### config.mk
export PLATFORM = sky130hd
export DESIGN_NAME = serial_adder
export DESIGN_NICKNAME = d
export VERILOG_FILES = /design/src/rtl/serial_adder.sv
export SDC_FILE = /design/constraint.sdc
export NUM_CORES = 1
export LEC_CHECK = 0
export BUFFER_PORTS_ARGS = -buffer_cell sky130_fd_sc_hd__buf_2
export CAP_MARGIN = 20
export CORE_UTILIZATION = 54
export DETAILED_ROUTE_END_ITERATION = 7
export GPL_TIMING_DRIVEN = 0
export PLACE_DENSITY_LB_ADDON = 0.2
export SETUP_SLACK_MARGIN = 0.5
export SYNTH_ARGS = -nofsm -noshare
export SYNTH_HDL_FRONTEND = slang
export SYNTH_SLANG_ARGS = --single-unit
### constraint.sdc
create_clock -name clk -period 1.7 [get_ports clk]
set_input_delay 0.17 -clock clk [delete_from_list [all_inputs] [get_ports clk]]
set_output_delay 0.17 -clock clk [all_outputs]
set_load 0.05 [all_outputs]
### src/rtl/serial_adder.sv
// Bit-serial N-bit adder: one full-adder cell plus a carry flop, LSB first.
// Operands are captured on start and {cout,sum} updates once, on the final bit step.
module serial_adder #(
   parameter int N = 8
) (
   input  logic         clk,
   input  logic         rst,
   input  logic         start,
   input  logic [N-1:0] a,
   input  logic [N-1:0] b,
   input  logic         cin,
   output logic         busy,
   output logic         done,
   output logic [N-1:0] sum,
   output logic         cout
);
   // state  | meaning
   // S_IDLE | waiting for start, operands captured on the accepting edge
   // S_RUN  | one bit step per cycle, N cycles
   // S_DONE | result valid, done strobe for one cycle

   localparam int CW = $clog2(N + 1);
   localparam logic [CW-1:0] LAST = CW'(N - 1);

   typedef enum logic [1:0] {S_IDLE, S_RUN, S_DONE} state_t;

   state_t        state;
   logic [N-1:0]  sa, sb, ps;
   logic          c;
   logic [CW-1:0] cnt;

   logic          s_bit, c_next;
   logic [N-1:0]  ps_next;

   assign s_bit   = sa[0] ^ sb[0] ^ c;
   assign c_next  = (sa[0] & sb[0]) | (c & (sa[0] ^ sb[0]));
   assign ps_next = {s_bit, ps[N-1:1]};

   always_ff @(posedge clk) begin
      if (rst) begin
         state <= S_IDLE;
         sa    <= '0;
         sb    <= '0;
         ps    <= '0;
         c     <= 1'b0;
         cnt   <= '0;
         busy  <= 1'b0;
         done  <= 1'b0;
         sum   <= '0;
         cout  <= 1'b0;
      end else begin
         case (state)
            S_IDLE: begin
               done <= 1'b0;
               if (start) begin
                  sa    <= a;
                  sb    <= b;
                  c     <= cin;
                  cnt   <= '0;
                  busy  <= 1'b1;
                  state <= S_RUN;
               end
            end
            S_RUN: begin
               sa  <= {1'b0, sa[N-1:1]};
               sb  <= {1'b0, sb[N-1:1]};
               ps  <= ps_next;
               c   <= c_next;
               cnt <= cnt + 1'b1;
               // sum/cout are loaded only here so they never show partial results
               if (cnt == LAST) begin
                  sum   <= ps_next;
                  cout  <= c_next;
                  busy  <= 1'b0;
                  done  <= 1'b1;
                  state <= S_DONE;
               end
            end
            S_DONE: begin
               done  <= 1'b0;
               state <= S_IDLE;
            end
            default: begin
               busy  <= 1'b0;
               done  <= 1'b0;
               state <= S_IDLE;
            end
         endcase
      end
   end

endmodule

==> results by group, run 1 <==
Layout
  – Area Growth Syn to Fin: 26.5%
  – Filler instances: 266
  – Ant. Diodes: 0
  – Most frequent cells in the layout: 35 x dfxtp_1, 29 x buf_2, 24 x nor2_1
  – Share of layout cells above drive strength 1: 0.352
  – Commonest non-fill, non-tap cell in the layout: dfxtp_1
  – Fin nets: 266
  – Design area: 2200 µm²

Global routing
  – Largest net degree at the start of global routing: 12
  – Vias in the first global route: 1484
  – First-pass GRT wire length: 6630 µm
  – Grt total ovfl: 0
  – Overall global routing resource usage: 0.253
  – Initial antenna violation count: 0

Drt
  – Vias: 1656
  – WL final: 4280 µm
  – Final ANT Viol Nets: 0
  – Drt pass-1 iters: 5
  – DRT iter0 DRCs: 85
  – Avg WL per Cell: 14.9 µm
  – Vias per cell: 5.75
  – Remaining DRCs: 0

Synth
  – Mean Syn Cell Area: 8.73 µm²
  – Top FF cell, synth: dfxtp_1
  – Syn Nets: 221
  – Synth warn: 0
  – Fraction of registers with async set/reset: 0
  – Mapped cell area: 1740 µm²
  – Number of flops mapped to enable cells by yosys: 0
  – Synth unique cells: 31
  – Post-synthesis sequential area ratio: 0.472
  – Register bit count reported by yosys: 41
  – Syn Inst Count: 199

Clock network
  – H-tree Lvls: 2
  – Cts hold-fix bufs: 0
  – Max Buffers Root-to-Sink: 2
  – CTS tree: yes
  – CTS buffer count: 5
  – TritonCTS Sinks: 41
  – Clock slew at reported path FFs: 0.11 ns
  – Clock latency on the worst-skew pair: 0.34 ns
  – Root Driver: clkbuf_4

Setup path
  – Worst r2r src: cnt[0]
  – Setup slack, reg-to-reg: 0.38 ns
  – Cell depth of the worst flop-to-flop path: 5
  – Worst R2R End: sum[3]
  – CP Class: register to register
  – Crit path DAT: 1.59 ns
  – Largest fanout on the critical path: 6
  – Required time of the critical path: 1.97 ns
  – CP startpoint kind: register
  – CP endpoint kind: register

STA
  – Final Hold Vio Count: 0
  – Minimum clock period after layout: 1.32 ns
  – Final Worst Setup Slack: 0.379 ns
  – Fin. max-slew vios: 0
  – Clk_skew: 0.00626 ns
  – Final setup viols: 0
  – Worst slew margin: 0.646
  – RSZ-0062 raised after global routing: true
  – Tightest Pin Transition: 0.530 ns
  – Setup TNS Final: 0 ns
  – Hold_ws: 0.109 ns
  – Peak Freq: 757 MHz
  – Final Cycle Share: 0.777

Power and ir drop
  – PD cells: 814 nW/µm²
  – Max IR drop VDD: 0.000523 V
  – P_leak: 0.881 nW

Min path
  – WHS Endpoint: sb[7]
  – Hold path startpoint: b[7]
  – WHS Path Cells: 3
  – HP Class: input pin to register

Floorplan
  – I/O pins: 31
  – Core area: 3050 µm²
  – Initial Util: 0.569
  – Std-Cell Rows: 20
  – Die height: 58.7 µm
  – Die Width: 58.7 µm
  – Die area: 3450 µm²

Status
  – Status: completed

Placement
  – Hpwl dp: 2630 µm
  – # port buffers: 29
  – Placed Area: 1950 µm²
  – Final Wtd Congestion: 0.788
  – Dpl ws: 0.321 ns

Job
  – Max-Cap Viols: 0
==> how the worst max path moves through the flow <==
stage / endpoint / start / cells past startpoint / slack, ns
global route: sum[3] / cnt[0] / 5 / 0.34
global placement: sum[5] / state[1] / 5 / 0.38
CTS: sum[7] / cnt[0] / 5 / 0.40
finish: sum[3] / cnt[0] / 5 / 0.38
floorplan: sum[0] / cnt[1] / 5 / 0.51
detailed placement: sum[7] / cnt[0] / 5 / 0.32
==> what timing repair did <==
action                                  in CTS  in global routing
resized for setup                           19                 25
pin swaps                                    7                  3
gates cloned                                 2                  1
endpoints found under the setup margin      36                 37
setup buffers                                6                  0
==> logic make-up (layout without fill, tap and decap cells) <==
| logic type | count (synthesis) | count (layout) | synth area share |
|---|---|---|---|
| and+or+nand+nor | 66 | 66 | 0.171 |
| buffers and inverters | 19 | 64 | 0.0518 |
| DFF | 41 | 41 | 0.472 |
| AOI/OAI and AO/OA | 71 | 71 | 0.286 |
| adders and majority gates | 2 | 2 | 0.0187 |
==> Yosys cell counts, drive strengths merged (2+ instances only) <==
master,number,share of area
buf,8,0.028
a21oi,21,0.060
inv,3,0.0065
o21ai,3,0.0086
o22ai,9,0.032
nand3,11,0.032
dfxtp,41,0.47
a21bo,9,0.052
nor2,24,0.052
nand2,19,0.041
nor2b,4,0.014
clkbuf,7,0.015
nand2b,2,0.0072
a211oi,16,0.069
o2bb2ai,8,0.040
==> routing by layer <==
layer  global-route usage  routed length (µm)  vias up
met5                    0                   0        -
met4                0.105                  54        0
met3               0.0484                 312        7
met2                0.396                2000       70
met1                0.341                1920      780
li1                     -                   -      799
==> final cells by class <==
cell class                      count  area (µm²)  area share
Inverter                            4        16.3     0.00740
Clock buffer                        7        55.1      0.0250
Sequential cell                    41         833       0.379
Timing Repair Buffer               38         216      0.0985
Multi-Input combinational cell    139         902       0.410
Tap cell                           44        55.1      0.0250
Buffer                             15         120      0.0546
==> power breakdown <==
part | leakage, nW | internal (mW) | switching, mW
Sequential | 0.338 | 1.01 | 0.0348
Clock | 0.0314 | 0.196 | 0.294
Combinational | 0.511 | 0.115 | 0.145
==> per-stage QoR <==
stage                     power, mW   util  std cells
after CTS                      1.75  0.698        287
after global routing           1.85  0.720        288
after floorplan                1.20      -        199
final                          1.79  0.720        288
after detailed placement       1.27  0.639        272
after global placement         1.26  0.639        272
==> flip-flops by register name, indices dropped and copies added (netlist names) <==
register and cells:
sb 8, cout 1, done 1, sa 8, ps 7, sum 8, cnt 4, busy 1
state 2, c 1
==> critical path: stages, from the launching register on <==
cell and delay, ns:
dfxtp_2 0.36, ha_4 0.16, and3b_2 0.25, buf_6 0.15, a21bo_2 0.20, a21oi_1 0.12
Power figures use the tool's default switching activity.
==> inputs of run 2 (changes only) <==
==> constraint.sdc (replaced) <==
create_clock -name clk -period 1.3 [get_ports clk]
set_input_delay 0.13 -clock clk [delete_from_list [all_inputs] [get_ports clk]]
set_output_delay 0.13 -clock clk [all_outputs]
set_load 0.05 [all_outputs]
==> run 2 against run 1 <==
The flow now stops in global routing. Area after synthesis is the same. Synthesized cell count is the same.
==> results by group, run 2 <==
Status
  – Status: did not finish
  – Stop stage: global routing
  – Log Error: [ERROR DPL-0038] Utilization greater than 100%, impossible to legalize

Floorplan
  – I/O pins: 31 (unchanged)
  – Initial Util: 0.569 (unchanged)
  – Die height: 58.7 µm (unchanged)
  – Std-Cell Rows: 20 (unchanged)
  – Die Width: 58.7 µm (unchanged)

Synth
  – Post-synthesis sequential area ratio: 0.472 (unchanged)
  – Count leader, synth: dfxtp_1
  – Number of flops mapped to enable cells by yosys: 0 (unchanged)
  – Mapped cell area: 1740 µm² (unchanged)
  – Top FF cell, synth: dfxtp_1
  – Mean Syn Cell Area: 8.73 µm² (unchanged)
  – Fraction of registers with async set/reset: 0 (unchanged)
  – Commonest cells in the netlist: 41 x dfxtp_1, 24 x nor2_1, 21 x a21oi_1
  – Syn Inst Count: 199 (unchanged)
  – Register bit count reported by yosys: 41 (unchanged)
  – Synth warn: 0 (unchanged)
  – Yosys top cell by area: dfxtp_1
  – Synth unique cells: 31 (unchanged)
  – Syn Nets: 221 (unchanged)
  – Top cell type's share of synthesized area: 0.472 (unchanged)
  – Top post-synthesis cells by area: dfxtp_1 47%, a211oi_1 6.9%, a21oi_1 6.0%

Clock network
  – Max Buffers Root-to-Sink: 2 (unchanged)
  – CTS buffer count: 5 (unchanged)
  – H-tree Lvls: 2 (unchanged)
  – TritonCTS Sinks: 41 (unchanged)
  – Root Driver: clkbuf_4

STA
  – Worst-path endpoint category: register data pin
  – Worst_ep grt: sum[6]$_SDFFE_PP0P_/D

Global routing
  – Largest net degree at the start of global routing: 13

Placement
  – Final Wtd Congestion: 0.788 (about the same)
  – # port buffers: 29 (unchanged)
  – Hpwl dp: 2930 µm (+12%)
run 2: cell counts after synthesis:
Identical to the previous run, type by type.
run 2: cells by family after synthesis:
| family | Yosys count | synth area share |
|---|---|---|
| AOI/OAI and AO/OA | 71 | 0.286 |
| adders and majority gates | 2 | 0.0187 |
| and+or+nand+nor | 66 | 0.171 |
| buffers and inverters | 19 | 0.0518 |
| DFF | 41 | 0.472 |
run 2: per-stage QoR:
step	worst slack, ns	hold WS [ns]	cells	util	cell area [µm²]
after floorplan	0.140	0.314	199	-	1890
after global placement	0.0383	0.413	272	0.685	2090
after detailed placement	0.0213	0.441	272	0.685	2090
after CTS	0.0258	0.0603	301	0.878	2680
run 2: repair_timing:
item | in CTS
setup buffers | 15
endpoints found under the setup margin | 52
hold buffers | 0
pin swaps | 15
gates cloned | 7
resized for setup | 100
==> inputs of run 3 (changes only) <==
--- a/config.mk
+++ b/config.mk
@@ -7,11 +7,10 @@
 export LEC_CHECK = 0
 export BUFFER_PORTS_ARGS = -buffer_cell sky130_fd_sc_hd__buf_2
 export CAP_MARGIN = 20
-export CORE_UTILIZATION = 54
+export CORE_UTILIZATION = 40
 export DETAILED_ROUTE_END_ITERATION = 7
 export GPL_TIMING_DRIVEN = 0
-export PLACE_DENSITY_LB_ADDON = 0.2
-export SETUP_SLACK_MARGIN = 0.5
+export PLACE_DENSITY_LB_ADDON = 0.15
 export SYNTH_ARGS = -nofsm -noshare
 export SYNTH_HDL_FRONTEND = slang
 export SYNTH_SLANG_ARGS = --single-unit
==> run 3 against run 2 <==
The run now ends clean.
==> results by group, run 3 (synthesized netlist as in run 1, its figures left out) <==
Clock network
  – Clock latency on the worst-skew pair: 0.30 ns
  – Max Buffers Root-to-Sink: 2 (unchanged)
  – Cts hold-fix bufs: 0 (unchanged)
  – CTS buffer count: 5 (unchanged)
  – Root Driver: clkbuf_8
  – CTS tree: yes
  – Clock slew at reported path FFs: 0.08 ns
  – H-tree Lvls: 2 (unchanged)
  – TritonCTS Sinks: 41 (unchanged)

STA
  – Fin. max-slew vios: 0
  – Final setup viols: 0
  – Tightest Pin Transition: 0.538 ns
  – Final Hold Vio Count: 0
  – Hold_ws: 0.127 ns
  – Peak Freq: 777 MHz
  – Setup TNS Final: 0 ns
  – Final Cycle Share: 0.990
  – Worst slew margin: 0.641
  – Clk_skew: 0.00998 ns
  – Minimum clock period after layout: 1.29 ns
  – RSZ-0062 raised after global routing: true
  – Final Worst Setup Slack: 0.0125 ns

Layout
  – Design area: 2150 µm²
  – Share of layout cells above drive strength 1: 0.308
  – Area Growth Syn to Fin: 23.5%
  – Fin nets: 261
  – Commonest non-fill, non-tap cell in the layout: dfxtp_1
  – Ant. Diodes: 0
  – Most frequent cells in the layout: 37 x dfxtp_1, 31 x buf_2, 24 x nor2_1
  – Biggest regs: sa: 8 flops, sb: 8 flops, sum: 8 flops

Setup path
  – Crit path DAT: 1.52 ns
  – Cell depth of the worst flop-to-flop path: 5
  – Worst r2r src: cnt[1]
  – CP Class: register to register
  – Largest fanout on the critical path: 5
  – Required time of the critical path: 1.53 ns
  – CP endpoint kind: register
  – CP startpoint kind: register
  – Setup slack, reg-to-reg: 0.01 ns
  – Worst R2R End: sum[3]

Min path
  – WHS Endpoint: sa[7]
  – WHS Path Cells: 3
  – HP Class: input pin to register
  – Hold path startpoint: a[7]

Drt
  – Vias: 1530
  – WL final: 4110 µm
  – Avg WL per Cell: 14.2 µm
  – Vias per cell: 5.28
  – Remaining DRCs: 0
  – DRT iter0 DRCs: 133
  – Final ANT Viol Nets: 0
  – Drt pass-1 iters: 4

Floorplan
  – Die Width: 67.9 µm (+16%)
  – Core area: 4090 µm²
  – Std-Cell Rows: 23 (+15%)
  – Die height: 67.9 µm (+16%)
  – Initial Util: 0.425 (-0.144)
  – I/O pins: 31 (unchanged)
  – Die area: 4610 µm²

Placement
  – Hpwl dp: 2710 µm (-7.6%)
  – Placed Area: 1950 µm² (-7.0%)
  – # port buffers: 29 (unchanged)
  – Dpl ws: -0.238 ns (-0.259 ns)
  – Final Wtd Congestion: 0.740 (-6.1%)

Global routing
  – Grt total ovfl: 0
  – Vias in the first global route: 1323
  – First-pass GRT wire length: 6490 µm
  – Overall global routing resource usage: 0.196
  – Initial antenna violation count: 0
  – Largest net degree at the start of global routing: 16

Power and ir drop
  – PD cells: 1150 nW/µm²
  – Total power: 2.47 mW
  – P_leak: 0.860 nW
  – Max IR drop VDD: 0.000474 V

Status
  – Status: completed

Job
  – Max-Cap Viols: 0
==> run 3: worst max-delay path by stage <==
stage / start / end / slack (ns) / depth (start not counted)
5_1_grt: cnt[1] / sum[7] / -0.04 / 5
4_1_cts: cnt[0] / sum[5] / 0.003 / 5
3_5_place_dp: cnt[0] / cout / -0.24 / 5
3_3_place_gp: cnt[0] / cout / -0.27 / 5
6_report: cnt[1] / sum[3] / 0.01 / 5
2_1_floorplan: cnt[0] / cout / 0.04 / 5
==> run 3: stage by stage <==
stage | std cells | util
after floorplan | 199 | -
after global placement | 278 | 0.476
after detailed placement | 278 | 0.476
after CTS | 288 | 0.508
after global routing | 290 | 0.525
final | 290 | 0.525
==> run 3: timing repair <==
| item | 4_1_cts | 5_1_grt |
|---|---|---|
| hold endpoints to repair | 0 | 0 |
| endpoints found under the setup margin | 31 | 30 |
| resized for setup | 14 | 17 |
| buffers inserted | 2 | 2 |
| cloned | 1 | 0 |
| pin swaps | 0 | 1 |
==> run 3: worst max-delay path, stage by stage, from the launching register on <==
cell,delay (ns)
dfxtp_2,0.34
ha_4,0.16
and3b_2,0.25
buf_6,0.15
a21bo_2,0.20
a21oi_1,0.12
==> run 3: layout make-up <==
| type | instances | area (µm²) |
|---|---|---|
| Buffer | 14 | 92.6 |
| Multi-Input combinational cell | 139 | 880 |
| Sequential cell | 41 | 828 |
| Fill cell | 411 | 1940 |
| Timing Repair Buffer | 34 | 184 |
| Tap cell | 50 | 62.6 |
| Clock buffer | 6 | 72.6 |
| Inverter | 4 | 16.3 |
| Clock inverter | 2 | 10.0 |
==> run 3: power by group <==
part	internal [mW]	total, mW	switching [mW]
Combinational	0.128	0.305	0.177
Sequential	1.31	1.35	0.0401
Clock	0.372	0.813	0.440
Total	1.81	2.47	0.657
==> run 3: routing by layer <==
layer | up-vias | GRT usage | share of wire
li1 | 793 | - | -
met4 | 0 | 0.0703 | 0.0061
met3 | 2 | 0.0633 | 0.049
met1 | 704 | 0.273 | 0.52
met2 | 31 | 0.280 | 0.42
met5 | - | 0 | 0
